### src/rtl/code_key_pkg.sv
// -----------------------------------------------------------------------------
// code_key_pkg
// Shared definitions for the code-key transmitter: frame FSM states, frame
// geometry and the key word accepted by the key-lock detector.
// -----------------------------------------------------------------------------
package code_key_pkg;

    typedef enum logic [1:0] {
        ST_IDLE  = 2'd0,
        ST_START = 2'd1,
        ST_DATA  = 2'd2,
        ST_STOP  = 2'd3
    } state_t;

    // START + 8 data bits + STOP
    localparam int         FRAME_ELEMS = 10;
    localparam int         DATA_BITS   = 8;
    localparam logic [7:0] KEY_CODE    = 8'hBD;

endpackage

### src/rtl/bit_timer.sv
// -----------------------------------------------------------------------------
// bit_timer
// Element period timer for the code-key transmitter. A 3-bit down-counter is
// reloaded with P-1 (P = 2^div) at each frame element boundary and then counts
// down to zero, where it holds.
//
// Ports:
//   clk    - clock, rising edge
//   rst    - asynchronous active-high reset (counter to 0)
//   reload - load P-1 for the element that starts next cycle
//   div    - period select used on reload (P = 1, 2, 4, 8)
//   tick   - high in the last cycle of the current period
// -----------------------------------------------------------------------------
module bit_timer (
    input  logic       clk,
    input  logic       rst,
    input  logic       reload,
    input  logic [1:0] div,
    output logic       tick
);

    logic [2:0] r_cnt;
    logic [2:0] w_period_m1;

    always_comb begin
        w_period_m1 = 3'd0;
        case (div)
            2'd0:    w_period_m1 = 3'd0;
            2'd1:    w_period_m1 = 3'd1;
            2'd2:    w_period_m1 = 3'd3;
            default: w_period_m1 = 3'd7;
        endcase
    end

    always_ff @(posedge clk or posedge rst) begin
        if (rst) begin
            r_cnt <= 3'd0;
        end else if (reload) begin
            r_cnt <= w_period_m1;
        end else if (r_cnt != 3'd0) begin
            r_cnt <= r_cnt - 3'd1;
        end
    end

    assign tick = (r_cnt == 3'd0);

endmodule

### src/rtl/code_key_transmitter.sv
// -----------------------------------------------------------------------------
// code_key_transmitter
// Serial key-word transmitter. On a start rising edge it sends a frame
// START(0), 8 data bits LSB first, STOP(1), each element lasting P = 2^div
// cycles. The key word can be reloaded serially while idle.
//
// Ports:
//   io_in[0]   clk         io_in[1] rst (async, active-high)
//   io_in[2]   start       io_in[3] shift_en
//   io_in[4]   shift_data  io_in[5] repeat
//   io_in[7:6] div
//   io_out[0]  tx          io_out[1] busy
//   io_out[2]  done        io_out[3] bit_strobe
//   io_out[7:4] bit_index (1..8 during data bits, else 0)
// -----------------------------------------------------------------------------
module code_key_transmitter
    import code_key_pkg::*;
#(
    parameter logic [7:0] DEFAULT_CODE = KEY_CODE
) (
    input  logic [7:0] io_in,
    output logic [7:0] io_out
);

    logic       w_clk;
    logic       w_rst;
    logic       w_start;
    logic       w_shift_en;
    logic       w_shift_data;
    logic       w_repeat;
    logic [1:0] w_div;

    assign w_clk        = io_in[0];
    assign w_rst        = io_in[1];
    assign w_start      = io_in[2];
    assign w_shift_en   = io_in[3];
    assign w_shift_data = io_in[4];
    assign w_repeat     = io_in[5];
    assign w_div        = io_in[7:6];

    state_t     r_state, w_state_next;
    logic       r_start_q;
    logic [7:0] r_code, w_code_next;
    logic [7:0] r_shift, w_shift_next;
    logic [2:0] r_bit, w_bit_next;
    logic [1:0] r_div, w_div_next;
    logic       r_done, w_done_next;
    logic       r_strobe, w_strobe_next;

    logic       w_start_edge;
    logic       w_tick;
    logic       w_reload;
    logic       w_enter;
    logic [1:0] w_timer_div;
    logic       w_tx;
    logic       w_busy;
    logic [3:0] w_idx;

    assign w_start_edge = w_start & ~r_start_q;

    // The timer must see the freshly selected div on the frame-entry edge,
    // because r_div only takes that value on the same edge.
    assign w_timer_div = w_enter ? w_div : r_div;

    bit_timer u_bit_timer (
        .clk    (w_clk),
        .rst    (w_rst),
        .reload (w_reload),
        .div    (w_timer_div),
        .tick   (w_tick)
    );

    always_ff @(posedge w_clk or posedge w_rst) begin
        if (w_rst) begin
            r_state   <= ST_IDLE;
            r_start_q <= 1'b0;
            r_code    <= DEFAULT_CODE;
            r_shift   <= 8'd0;
            r_bit     <= 3'd0;
            r_div     <= 2'd0;
            r_done    <= 1'b0;
            r_strobe  <= 1'b0;
        end else begin
            r_state   <= w_state_next;
            r_start_q <= w_start;
            r_code    <= w_code_next;
            r_shift   <= w_shift_next;
            r_bit     <= w_bit_next;
            r_div     <= w_div_next;
            r_done    <= w_done_next;
            r_strobe  <= w_strobe_next;
        end
    end

    always_comb begin
        w_state_next  = r_state;
        w_code_next   = r_code;
        w_shift_next  = r_shift;
        w_bit_next    = r_bit;
        w_div_next    = r_div;
        w_done_next   = 1'b0;
        w_strobe_next = 1'b0;
        w_enter       = 1'b0;
        w_reload      = 1'b0;

        case (r_state)
            ST_IDLE: begin
                // A start edge takes priority over a serial load in the same cycle.
                if (w_start_edge) begin
                    w_enter      = 1'b1;
                    w_state_next = ST_START;
                end else if (w_shift_en) begin
                    w_code_next = {w_shift_data, r_code[7:1]};
                end
            end
            ST_START: begin
                if (w_tick) begin
                    w_state_next  = ST_DATA;
                    w_bit_next    = 3'd0;
                    w_strobe_next = 1'b1;
                    w_reload      = 1'b1;
                end
            end
            ST_DATA: begin
                if (w_tick) begin
                    w_reload = 1'b1;
                    if (r_bit == 3'(DATA_BITS - 1)) begin
                        w_state_next = ST_STOP;
                    end else begin
                        w_bit_next    = r_bit + 3'd1;
                        w_shift_next  = {1'b0, r_shift[7:1]};
                        w_strobe_next = 1'b1;
                    end
                end
            end
            ST_STOP: begin
                if (w_tick) begin
                    w_done_next = 1'b1;
                    if (w_repeat) begin
                        w_enter      = 1'b1;
                        w_state_next = ST_START;
                    end else begin
                        w_state_next = ST_IDLE;
                    end
                end
            end
            default: begin
                w_state_next = ST_IDLE;
            end
        endcase

        if (w_enter) begin
            w_shift_next = r_code;
            w_div_next   = w_div;
            w_reload     = 1'b1;
        end
    end

    always_comb begin
        w_tx   = 1'b1;
        w_busy = 1'b1;
        w_idx  = 4'd0;
        case (r_state)
            ST_IDLE:  w_busy = 1'b0;
            ST_START: w_tx   = 1'b0;
            ST_DATA: begin
                w_tx  = r_shift[0];
                w_idx = {1'b0, r_bit} + 4'd1;
            end
            default:  w_tx   = 1'b1;
        endcase
    end

    assign io_out = {w_idx, r_strobe, r_done, w_busy, w_tx};

endmodule

### config.mk
export PLATFORM = sky130hd
export DESIGN_NAME = code_key_transmitter
export DESIGN_NICKNAME = d
export VERILOG_FILES = /design/src/rtl/code_key_pkg.sv /design/src/rtl/bit_timer.sv /design/src/rtl/code_key_transmitter.sv
export SDC_FILE = /design/constraint.sdc
export NUM_CORES = 1
export LEC_CHECK = 0
export ABC_AREA = 1
export CORE_ASPECT_RATIO = 1.1
export CORE_MARGIN = 10
export CORE_UTILIZATION = 35
export CTS_CLUSTER_SIZE = 24
export DETAILED_ROUTE_END_ITERATION = 16
export HOLD_SLACK_MARGIN = 0.06
export MAX_ROUTING_LAYER = met4
export PLACE_DENSITY = 0.61
export SLEW_MARGIN = 0
export SYNTH_ARGS = -nofsm -noshare
export SYNTH_HDL_FRONTEND = slang
export SYNTH_SLANG_ARGS = --single-unit
### constraint.sdc
create_clock -name io_in -period 1.85 [get_ports io_in]
set_clock_uncertainty 0.1 [all_clocks]
set_input_delay 0.185 -clock io_in [delete_from_list [all_inputs] [get_ports io_in]]
set_output_delay 0.185 -clock io_in [all_outputs]
set_load 0.05 [all_outputs]
==> results of run 1 <==
==> state kept, by name, indices dropped and copies added (netlist names) <==
name	cells
r_div	2
u_bit_timer.r_cnt	3
r_state	2
r_shift	8
r_code	8
r_bit	3
r_done	1
r_start_q	1
r_strobe	1
==> kinds of logic (layout without fill, tap and decap cells) <==
| family | after synthesis | after routing | synth area share (%) |
|---|---|---|---|
| AND/OR/NAND/NOR | 65 | 65 | 20.54 |
| buffers and inverters | 35 | 142 | 10.96 |
| AO/OA/AOI/OAI | 29 | 29 | 12.50 |
| flip-flops | 29 | 29 | 47.56 |
| XOR/XNOR | 2 | 2 | 1.137 |
| adder cells (fa/ha/maj) | 9 | 9 | 7.305 |
==> final timing paths <==
path	start	endpoint	slack [ns]	depth (start not counted)
max reg2reg	r_state[0]	u_bit_timer.r_cnt[0]	-0.08	13
max in group asynchronous	io_in[1]	r_code[0]	0.87	3
max	r_state[0]	u_bit_timer.r_cnt[0]	-0.08	13
min reg2reg	r_code[5]	r_code[5]	0.38	2
min	io_in[4]	r_code[7]	-0.21	2
min in group asynchronous	io_in[1]	r_bit[2]	0.57	3
==> per-stage QoR <==
stage / hold WS, ns / total power [uW] / TNS [ns]
after floorplan: -0.06857 / 2004 / 0
after global placement: -0.06857 / 1836 / -0.8802
after detailed placement: -0.06857 / 1836 / -0.8840
after CTS: -0.1971 / 5926 / -0.3960
after global routing: -0.1971 / 6738 / -0.6094
final: -0.2071 / 6075 / -0.2292
==> metal layers <==
metal  global-route usage [%]  routed length, um  vias up
met1                    9.398               1791      785
li1                         -                  -      744
met4                    28.95                347        0
met2                    17.49               2583      121
met3                    19.77                630       46
met5                        -                  0        -
==> cells in the final DEF, fill, tap and decap left out, types with 4 or more instances in the layout <==
| cell type | netlist | final |
|---|---|---|
| inv_2 | 0 | 5 |
| buf_4 | 4 | 24 |
| o21ai_0 | 15 | 9 |
| dfstp_2 | 6 | 6 |
| inv_4 | 0 | 6 |
| nor2_1 | 7 | 6 |
| ha_1 | 9 | 5 |
| nand2_1 | 22 | 17 |
| nand3_4 | 0 | 4 |
| o21ai_1 | 2 | 4 |
| buf_8 | 0 | 10 |
| nand2_4 | 2 | 8 |
| inv_1 | 27 | 44 |
| o211ai_2 | 6 | 6 |
| nand3_1 | 25 | 17 |
| buf_12 | 0 | 6 |
| clkbuf_8 | 0 | 23 |
| buf_6 | 3 | 5 |
| dfrtp_1 | 23 | 23 |
| nand3_2 | 0 | 4 |
| clkbuf_1 | 1 | 7 |
==> layout make-up <==
cell class / instances / area (um2)
multi-input cells: 105 / 868.3
repair buffers: 26 / 286.5
flip-flops and latches: 29 / 733.2
clock inverters: 39 / 182.7
inverters: 24 / 108.9
clock buffers: 53 / 633.1
well taps: 54 / 67.56
fillers: 300 / 1405
==> report_power, final <==
| part | switching (uW) | internal, uW |
|---|---|---|
| combinational | 0 | 0 |
| clock | 2620 | 2740 |
| sequential | 0 | 715 |
| total | 2620 | 3450 |
==> what timing repair did <==
| item | CTS | global route |
|---|---|---|
| pin swaps | 12 | 15 |
| endpoints found under the setup margin | 36 | 37 |
| resized for setup | 55 | 30 |
| setup buffers | 16 | 10 |
==> impl_results.html, run 1 <==
<table>
<tr><th>Metric</th><th>Value</th></tr>
<tr><th colspan="2">Run</th></tr>
<tr><td>Count of maximum capacitance violations</td><td>0</td></tr>
<tr><th colspan="2">Layout</th></tr>
<tr><td>Post-layout net count</td><td>between 200 and 300</td></tr>
<tr><td>Area growth from synthesis to final layout</td><td>86.85%</td></tr>
<tr><td>Final Cell Area</td><td>approximately 0.0029 mm2</td></tr>
<tr><td>Cell Count, Final, Fillers Out</td><td>330</td></tr>
<tr><td>Final Core Density</td><td>67.21%</td></tr>
<tr><td>Layout cells sized above 1</td><td>49.28%</td></tr>
<tr><td>Ant. Diodes</td><td>0</td></tr>
<tr><th colspan="2">Synthesis</th></tr>
<tr><td>Number of warning messages in the yosys log</td><td>0</td></tr>
<tr><td>Top-count cell post-synth</td><td>inv_1</td></tr>
<tr><td>Unique cell type count in the Yosys netlist</td><td>22</td></tr>
<tr><td>Gate Count Post-Synth</td><td>approximately 170</td></tr>
<tr><td>Netlist Area Pre-Place</td><td>0.001541 mm2</td></tr>
<tr><td>Share of synthesized area occupied by flip-flops and latches</td><td>47.56%</td></tr>
<tr><td>Area contributors post-synth</td><td>dfrtp_1 37%, dfstp_2 10%, nand3_1 8.1%, ha_1 7.3%, inv_1 6.6%</td></tr>
<tr><td>Async set or reset register ratio after synthesis</td><td>100.0%</td></tr>
<tr><td>Main synth FF type</td><td>dfrtp_1</td></tr>
<tr><td>Flip-flop and latch count after synthesis</td><td>29</td></tr>
<tr><td>Post-synthesis area per instance</td><td>9.121 um2</td></tr>
<tr><td>Commonest cells in the netlist</td><td>27 x inv_1, 25 x nand3_1, 23 x dfrtp_1, 22 x nand2_1, 15 x o21ai_0</td></tr>
<tr><td>Net Count, Synth</td><td>between 150 and 200</td></tr>
<tr><td>Number of flops mapped to enable cells by yosys</td><td>0</td></tr>
<tr><td>Cell type with the largest total area after synthesis</td><td>dfrtp_1</td></tr>
<tr><td>Share of the synthesized area in the top cell type</td><td>between 30% and 40%</td></tr>
<tr><th colspan="2">Worst setup path</th></tr>
<tr><td>Cells along the critical path</td><td>buf_6 &gt; inv_8 &gt; ha_4 &gt; nand3_4 &gt; nand2_4 &gt; buf_8 &gt; nand2_8 &gt; clkbuf_16 &gt; nand2_4 &gt; nand2_4 &gt; buf_8 &gt; o21ai_4 &gt; nand2_1</td></tr>
<tr><td>Startpoint Class</td><td>flip-flop</td></tr>
<tr><td>Worst EP arrival</td><td>between 2 and 2.5 ns</td></tr>
<tr><td>Top cell family by delay on the critical path</td><td>buffers and inverters</td></tr>
<tr><td>Total buffers and inverters traversed by the critical path</td><td>5</td></tr>
<tr><td>Critical path data required time</td><td>around 1.9 ns</td></tr>
<tr><td>CP endpoint kind</td><td>flip-flop</td></tr>
<tr><td>Max Fanout on Critical Path</td><td>4</td></tr>
<tr><td>Cell seen most often among critical-path stages</td><td>nand2_4</td></tr>
<tr><td>Critical path type</td><td>flip-flop to flip-flop</td></tr>
<tr><td>Slowest cell on the critical path</td><td>dfrtp_1</td></tr>
<tr><td>Longest individual stage delay on the worst path</td><td>0.42 ns</td></tr>
<tr><th colspan="2">Place</th></tr>
<tr><td>IO buf count</td><td>8</td></tr>
<tr><td>Post-placement cell area</td><td>~0.0017 mm2</td></tr>
<tr><td>Setup Slack @ Placement</td><td>-0.1997 ns</td></tr>
<tr><td>Global placement routability congestion</td><td>approximately 0.77</td></tr>
<tr><td>Half-perimeter wire length after detailed placement</td><td>a little over 2000 um</td></tr>
<tr><td>Placed Instances</td><td>approximately 230</td></tr>
<tr><th colspan="2">Hold path</th></tr>
<tr><td>Worst hold-check path type</td><td>clock port to flip-flop</td></tr>
<tr><th colspan="2">Clock tree</th></tr>
<tr><td>Clk slew on worst S/H paths</td><td>roughly 0.07 ns</td></tr>
<tr><td>Cts hold-fix bufs</td><td>0</td></tr>
<tr><td>TritonCTS clock tree</td><td>done</td></tr>
<tr><td>Source-to-sink clock delay at the later pin of the worst-skew pair</td><td>around 0.29 ns</td></tr>
<tr><th colspan="2">Timing</th></tr>
<tr><td>Hold Worst Slack</td><td>-0.2071 ns</td></tr>
<tr><td>Worst setup margin</td><td>-0.07965 ns</td></tr>
<tr><td>Transition time of the tightest slew-check pin</td><td>0.4912 ns</td></tr>
<tr><td>Min Clock Period, post-route</td><td>approximately 1.9 ns</td></tr>
<tr><td>Final setup violation count</td><td>9</td></tr>
<tr><td>Unrepaired setup endpoints after global routing</td><td>yes</td></tr>
<tr><td>Post-route clock period utilization</td><td>104.3%</td></tr>
<tr><td>Highest clock frequency the design can meet</td><td>~520 MHz</td></tr>
<tr><td>Number of hold violations in the final report</td><td>4</td></tr>
<tr><td>Final Max Slew Viols</td><td>0</td></tr>
<tr><td>Slew Limit Headroom</td><td>67.15%</td></tr>
<tr><th colspan="2">Route</th></tr>
<tr><td>Total Wirelength</td><td>roughly 5400 um</td></tr>
<tr><td>Overall via count from detail_route</td><td>1696</td></tr>
<tr><td>Routed length per placed instance</td><td>between 15 and 20 um</td></tr>
<tr><td>Vias per inst</td><td>5.139</td></tr>
<tr><td>Drt pass-1 iters</td><td>5</td></tr>
<tr><td>Antenna viol nets, final</td><td>0</td></tr>
<tr><td>DRC violations left</td><td>0</td></tr>
<tr><td>Detailed Route Iter0 Violations</td><td>190</td></tr>
<tr><th colspan="2">Floorplan</th></tr>
<tr><td>Area of the core</td><td>~0.0043 mm2</td></tr>
<tr><td>IO Count</td><td>16</td></tr>
<tr><td>Vert. Die Dim</td><td>roughly 90 um</td></tr>
<tr><td>Horizontal die dimension</td><td>between 80 and 90 um</td></tr>
<tr><td>Initial core utilization</td><td>about 36%</td></tr>
<tr><td>Number of standard-cell rows in the floorplan</td><td>25</td></tr>
<tr><td>Die Area</td><td>about 0.0075 mm2</td></tr>
<tr><th colspan="2">GRT</th></tr>
<tr><td>Maximum number of pins on one net before global-route repair</td><td>12</td></tr>
<tr><td>Antenna violations before repair</td><td>0</td></tr>
<tr><td>Via count of the first global-routing pass</td><td>2496</td></tr>
<tr><td>Remaining global-route overflow</td><td>0</td></tr>
<tr><td>GRT Overall Usage</td><td>~16%</td></tr>
<tr><td>Global-route wire length before repair</td><td>between 9000 and 10000 um</td></tr>
<tr><th colspan="2">Power</th></tr>
<tr><td>Static Leak</td><td>0.001348 uW</td></tr>
<tr><td>Pwr Density</td><td>2109 mW/mm2</td></tr>
<tr><td>Worst supply voltage drop on vdd</td><td>945.9 uV</td></tr>
<tr><th colspan="2">Run status</th></tr>
<tr><td>Violated checks</td><td>negative hold slack, negative setup slack</td></tr>
<tr><td>Run status</td><td>finished with violations</td></tr>
</table>
No activity file was read; power rests on OpenSTA's default activity.
==> run 2: changes to the inputs <==
- CORE_ASPECT_RATIO: 1.1 -> not set
- CORE_UTILIZATION: 35 -> 40
- CTS_CLUSTER_SIZE: 24 -> not set
- HOLD_SLACK_MARGIN: 0.06 -> not set
- MAX_ROUTING_LAYER: met4 -> not set
- PLACE_DENSITY: 0.61 -> not set
- PLACE_DENSITY_LB_ADDON: not set -> 0.15
==> run 2 against run 1 <==
Effect of this change:
- the flow still finishes with violations (negative hold slack, negative setup slack)
- cell count increased by 0.61%
- total power up 13%
- critical path depth unchanged
- flip-flop and latch count unchanged
- sequential share of layout area shrank 2.2 points
- setup slack worse by 0.050 ns
- design area grew 9.6%
- count of clock-buffer cells in the layout rose by 3
- register-to-register slack worse by 0.05 ns
- global-route usage is 4.2 points higher
- largest cell class unchanged
- highest routed layer unchanged
==> impl_results.html, run 2 (synthesis gave the netlist of run 1 again) <==
<table>
<tr><th>Metric</th><th>Value</th></tr>
<tr><th colspan="2">Route</th></tr>
<tr><td>Overall via count from detail_route</td><td>1827 (was 1696)</td></tr>
<tr><td>Vias per inst</td><td>5.503 (was 5.139)</td></tr>
<tr><td>Total Wirelength</td><td>6337 um (was 5351 um)</td></tr>
<tr><td>Routed length per placed instance</td><td>19.09 um (was 16.22 um)</td></tr>
<tr><td>DRC violations left</td><td>0 (unchanged)</td></tr>
<tr><td>Detailed Route Iter0 Violations</td><td>253 (was 190)</td></tr>
<tr><td>Antenna viol nets, final</td><td>0 (unchanged)</td></tr>
<tr><td>Drt pass-1 iters</td><td>5 (unchanged)</td></tr>
<tr><th colspan="2">Timing</th></tr>
<tr><td>Transition time of the tightest slew-check pin</td><td>0.4917 ns (was 0.4912 ns)</td></tr>
<tr><td>Final setup violation count</td><td>18 (was 9)</td></tr>
<tr><td>Slew Limit Headroom</td><td>67.12% (was 67.15%)</td></tr>
<tr><td>Min Clock Period, post-route</td><td>1.980 ns (was 1.930 ns)</td></tr>
<tr><td>Hold Worst Slack</td><td>-0.2184 ns (was -0.2071 ns)</td></tr>
<tr><td>Setup TNS</td><td>-0.7051 ns (was -0.2292 ns)</td></tr>
<tr><td>Final Max Slew Viols</td><td>0 (unchanged)</td></tr>
<tr><td>Number of hold violations in the final report</td><td>3 (was 4)</td></tr>
<tr><td>Highest clock frequency the design can meet</td><td>505.2 MHz (was 518.2 MHz)</td></tr>
<tr><td>Worst setup margin</td><td>-0.1295 ns (was -0.07965 ns)</td></tr>
<tr><td>Post-route clock period utilization</td><td>107.0% (was 104.3%)</td></tr>
<tr><td>Unrepaired setup endpoints after global routing</td><td>yes (unchanged)</td></tr>
<tr><th colspan="2">Worst setup path</th></tr>
<tr><td>Worst EP arrival</td><td>2.06 ns (was 2.01 ns)</td></tr>
<tr><td>Cell seen most often among critical-path stages</td><td>nand2_4 (unchanged)</td></tr>
<tr><td>Longest individual stage delay on the worst path</td><td>0.41 ns (was 0.42 ns)</td></tr>
<tr><td>Startpoint Class</td><td>flip-flop (unchanged)</td></tr>
<tr><td>Slowest cell on the critical path</td><td>dfrtp_1 (unchanged)</td></tr>
<tr><td>R2R depth</td><td>13 (unchanged)</td></tr>
<tr><td>Critical path data required time</td><td>1.93 ns (about the same)</td></tr>
<tr><td>Cells along the critical path</td><td>buf_6 &gt; inv_6 &gt; ha_4 &gt; nand3_4 &gt; nand2_4 &gt; buf_8 &gt; nand2_8 &gt; clkbuf_16 &gt; nand2_4 &gt; nand2_4 &gt; clkbuf_8 &gt; o21ai_2 &gt; nand2_1 (was buf_6 &gt; inv_8 &gt; ha_4 &gt; nand3_4 &gt; nand2_4 &gt; buf_8 &gt; nand2_8 &gt; clkbuf_16 &gt; nand2_4 &gt; nand2_4 &gt; buf_8 &gt; o21ai_4 &gt; nand2_1)</td></tr>
<tr><td>Critical path type</td><td>flip-flop to flip-flop (unchanged)</td></tr>
<tr><td>Max Fanout on Critical Path</td><td>5 (was 4)</td></tr>
<tr><td>CP endpoint kind</td><td>flip-flop (unchanged)</td></tr>
<tr><th colspan="2">Place</th></tr>
<tr><td>Post-placement cell area</td><td>0.001744 mm2 (unchanged)</td></tr>
<tr><td>Global placement routability congestion</td><td>0.7817 (was 0.7700)</td></tr>
<tr><td>IO buf count</td><td>8 (unchanged)</td></tr>
<tr><td>Half-perimeter wire length after detailed placement</td><td>2142 um (was 2042 um)</td></tr>
<tr><td>Placed Instances</td><td>224 (was 229)</td></tr>
<tr><th colspan="2">Layout</th></tr>
<tr><td>Ant. Diodes</td><td>0 (unchanged)</td></tr>
<tr><td>Most used cells in the layout excluding fill and tap cells</td><td>43 x inv_1, 25 x clkbuf_8, 22 x buf_4, 22 x dfrtp_1, 15 x nand2_1 (was 44 x inv_1, 24 x buf_4, 23 x clkbuf_8, 23 x dfrtp_1)</td></tr>
<tr><td>Area growth from synthesis to final layout</td><td>104.8% (was 86.85%)</td></tr>
<tr><td>Final Core Density</td><td>85.58% (was 67.21%)</td></tr>
<tr><td>Largest registers</td><td>r_code x8, r_shift x8 (unchanged)</td></tr>
<tr><td>Cell Count, Final, Fillers Out</td><td>332 (was 330)</td></tr>
<tr><td>Most frequent standard cell in the layout excluding fill and tap cells</td><td>inv_1 (unchanged)</td></tr>
<tr><td>Post-layout net count</td><td>286 (was 278)</td></tr>
<tr><td>Layout cells sized above 1</td><td>58.10% (was 49.28%)</td></tr>
<tr><td>Final Cell Area</td><td>0.003157 mm2 (was 0.002880 mm2)</td></tr>
<tr><th colspan="2">Power</th></tr>
<tr><td>Sw Pwr</td><td>2876 uW (was 2622 uW)</td></tr>
<tr><td>Worst supply voltage drop on vdd</td><td>1473 uV (was 945.9 uV)</td></tr>
<tr><td>Net Sw Frac</td><td>42.01% (was 43.17%)</td></tr>
<tr><td>Internal power consumption</td><td>3970 uW (was 3453 uW)</td></tr>
<tr><td>Part of the power in combinational logic</td><td>0% (about the same)</td></tr>
<tr><td>Fraction of power consumed by the clock network</td><td>89.6% (was 88.2%)</td></tr>
<tr><td>Pwr Density</td><td>2169 mW/mm2 (was 2109 mW/mm2)</td></tr>
<tr><td>Sequential cell fraction of total power</td><td>10.4% (was 11.8%)</td></tr>
<tr><td>Static Leak</td><td>0.001421 uW (was 0.001348 uW)</td></tr>
<tr><th colspan="2">Floorplan</th></tr>
<tr><td>Initial core utilization</td><td>41.79% (was 35.97%)</td></tr>
<tr><td>Vert. Die Dim</td><td>82.08 um (was 89.61 um)</td></tr>
<tr><td>Area of the core</td><td>0.003689 mm2 (was 0.004285 mm2)</td></tr>
<tr><td>Number of standard-cell rows in the floorplan</td><td>22 (was 25)</td></tr>
<tr><td>IO Count</td><td>16 (unchanged)</td></tr>
<tr><td>Die Area</td><td>0.006737 mm2 (was 0.007462 mm2)</td></tr>
<tr><td>Horizontal die dimension</td><td>82.08 um (was 83.28 um)</td></tr>
<tr><th colspan="2">GRT</th></tr>
<tr><td>Remaining global-route overflow</td><td>0 (unchanged)</td></tr>
<tr><td>Antenna violations before repair</td><td>0 (unchanged)</td></tr>
<tr><td>GRT Overall Usage</td><td>20.63% (was 16.42%)</td></tr>
<tr><td>Global-route wire length before repair</td><td>10830 um (was 9708 um)</td></tr>
<tr><td>Maximum number of pins on one net before global-route repair</td><td>11 (was 12)</td></tr>
<tr><td>Via count of the first global-routing pass</td><td>2552 (was 2496)</td></tr>
<tr><th colspan="2">Run status</th></tr>
<tr><td>Run status</td><td>finished with violations (unchanged)</td></tr>
<tr><td>Violated checks</td><td>negative hold slack, negative setup slack (unchanged)</td></tr>
<tr><th colspan="2">Clock tree</th></tr>
<tr><td>Source-to-sink clock delay at the later pin of the worst-skew pair</td><td>0.29 ns (about the same)</td></tr>
<tr><td>Clk slew on worst S/H paths</td><td>0.07 ns (about the same)</td></tr>
<tr><td>TritonCTS clock tree</td><td>done (unchanged)</td></tr>
<tr><th colspan="2">Hold path</th></tr>
<tr><td>Cell depth of the worst min-delay path</td><td>2 (unchanged)</td></tr>
<tr><td>Worst hold-check path type</td><td>clock port to flip-flop (unchanged)</td></tr>
<tr><th colspan="2">Run</th></tr>
<tr><td>Count of maximum capacitance violations</td><td>0 (unchanged)</td></tr>
</table>
[run 2: worst max-delay path, delay by kind of cell, from the launching register on]
| family | cells | cell delay, ns |
|---|---|---|
| compound gates | 1 | 0.15 |
| fa+ha+maj | 1 | 0.14 |
| buf+inv | 5 | 0.61 |
| flops | 1 | 0.41 |
| simple gates | 6 | 0.45 |
[run 2: power groups by stage]
stage | combinational (uW) | clock (uW) | sequential (uW)
finish | 0.000354 | 6130 | 714
floorplan | 0.000172 | 1270 | 736
detailed placement | 0.000243 | 1100 | 736
CTS | 0.000275 | 5640 | 714
global placement | 0.000243 | 1100 | 736
global route | 0.000354 | 6630 | 714
[run 2: worst paths after layout]
kind / endpoint / start / slack (ns)
max in group asynchronous: r_code[0] / io_in[1] / 0.87
min: r_code[7] / io_in[4] / -0.22
max reg2reg: u_bit_timer.r_cnt[0] / r_state[1] / -0.13
min in group asynchronous: u_bit_timer.r_cnt[1] / io_in[1] / 0.57
min reg2reg: r_code[2] / r_code[2] / 0.37
max: u_bit_timer.r_cnt[0] / r_state[1] / -0.13
[run 2: routing by layer]
layer  vias up  GRT usage, %  wire length (um)
met1       860         15.34              2140
met5         -         3.846                 0
met3        57         22.49               809
met4         0         28.06               489
li1        767             -                 -
met2       143         23.98              2897
[run 2: final cells by class]
| class | count | area, um2 |
|---|---|---|
| Clock buffer | 56 | 699.4 |
| Clock inverter | 40 | 216.5 |
| Fill cell | 160 | 531.8 |
| Inverter | 24 | 108.9 |
| Multi-Input combinational cell | 105 | 1006 |
| Sequential cell | 29 | 734.5 |
| Tap cell | 48 | 60.06 |
| Timing Repair Buffer | 30 | 331.6 |
[run 2: metrics by stage]
stage	power (uW)	hold WS, ns	worst slack [ns]
detailed placement	1836	-0.06857	-0.1997
global route	7344	-0.1939	-0.1844
finish	6846	-0.2184	-0.1295
global placement	1836	-0.06857	-0.1995
CTS	6354	-0.2104	-0.2885
floorplan	2004	-0.06857	0.07309
[run 2: what timing repair did]
action | 4_1_cts | 5_1_grt
gates resized for setup | 50 | 69
hold buffers | 0 | 0
setup endpoints to repair | 36 | 54
cloned | 0 | 2
setup buffers | 15 | 11
pin swaps | 12 | 14
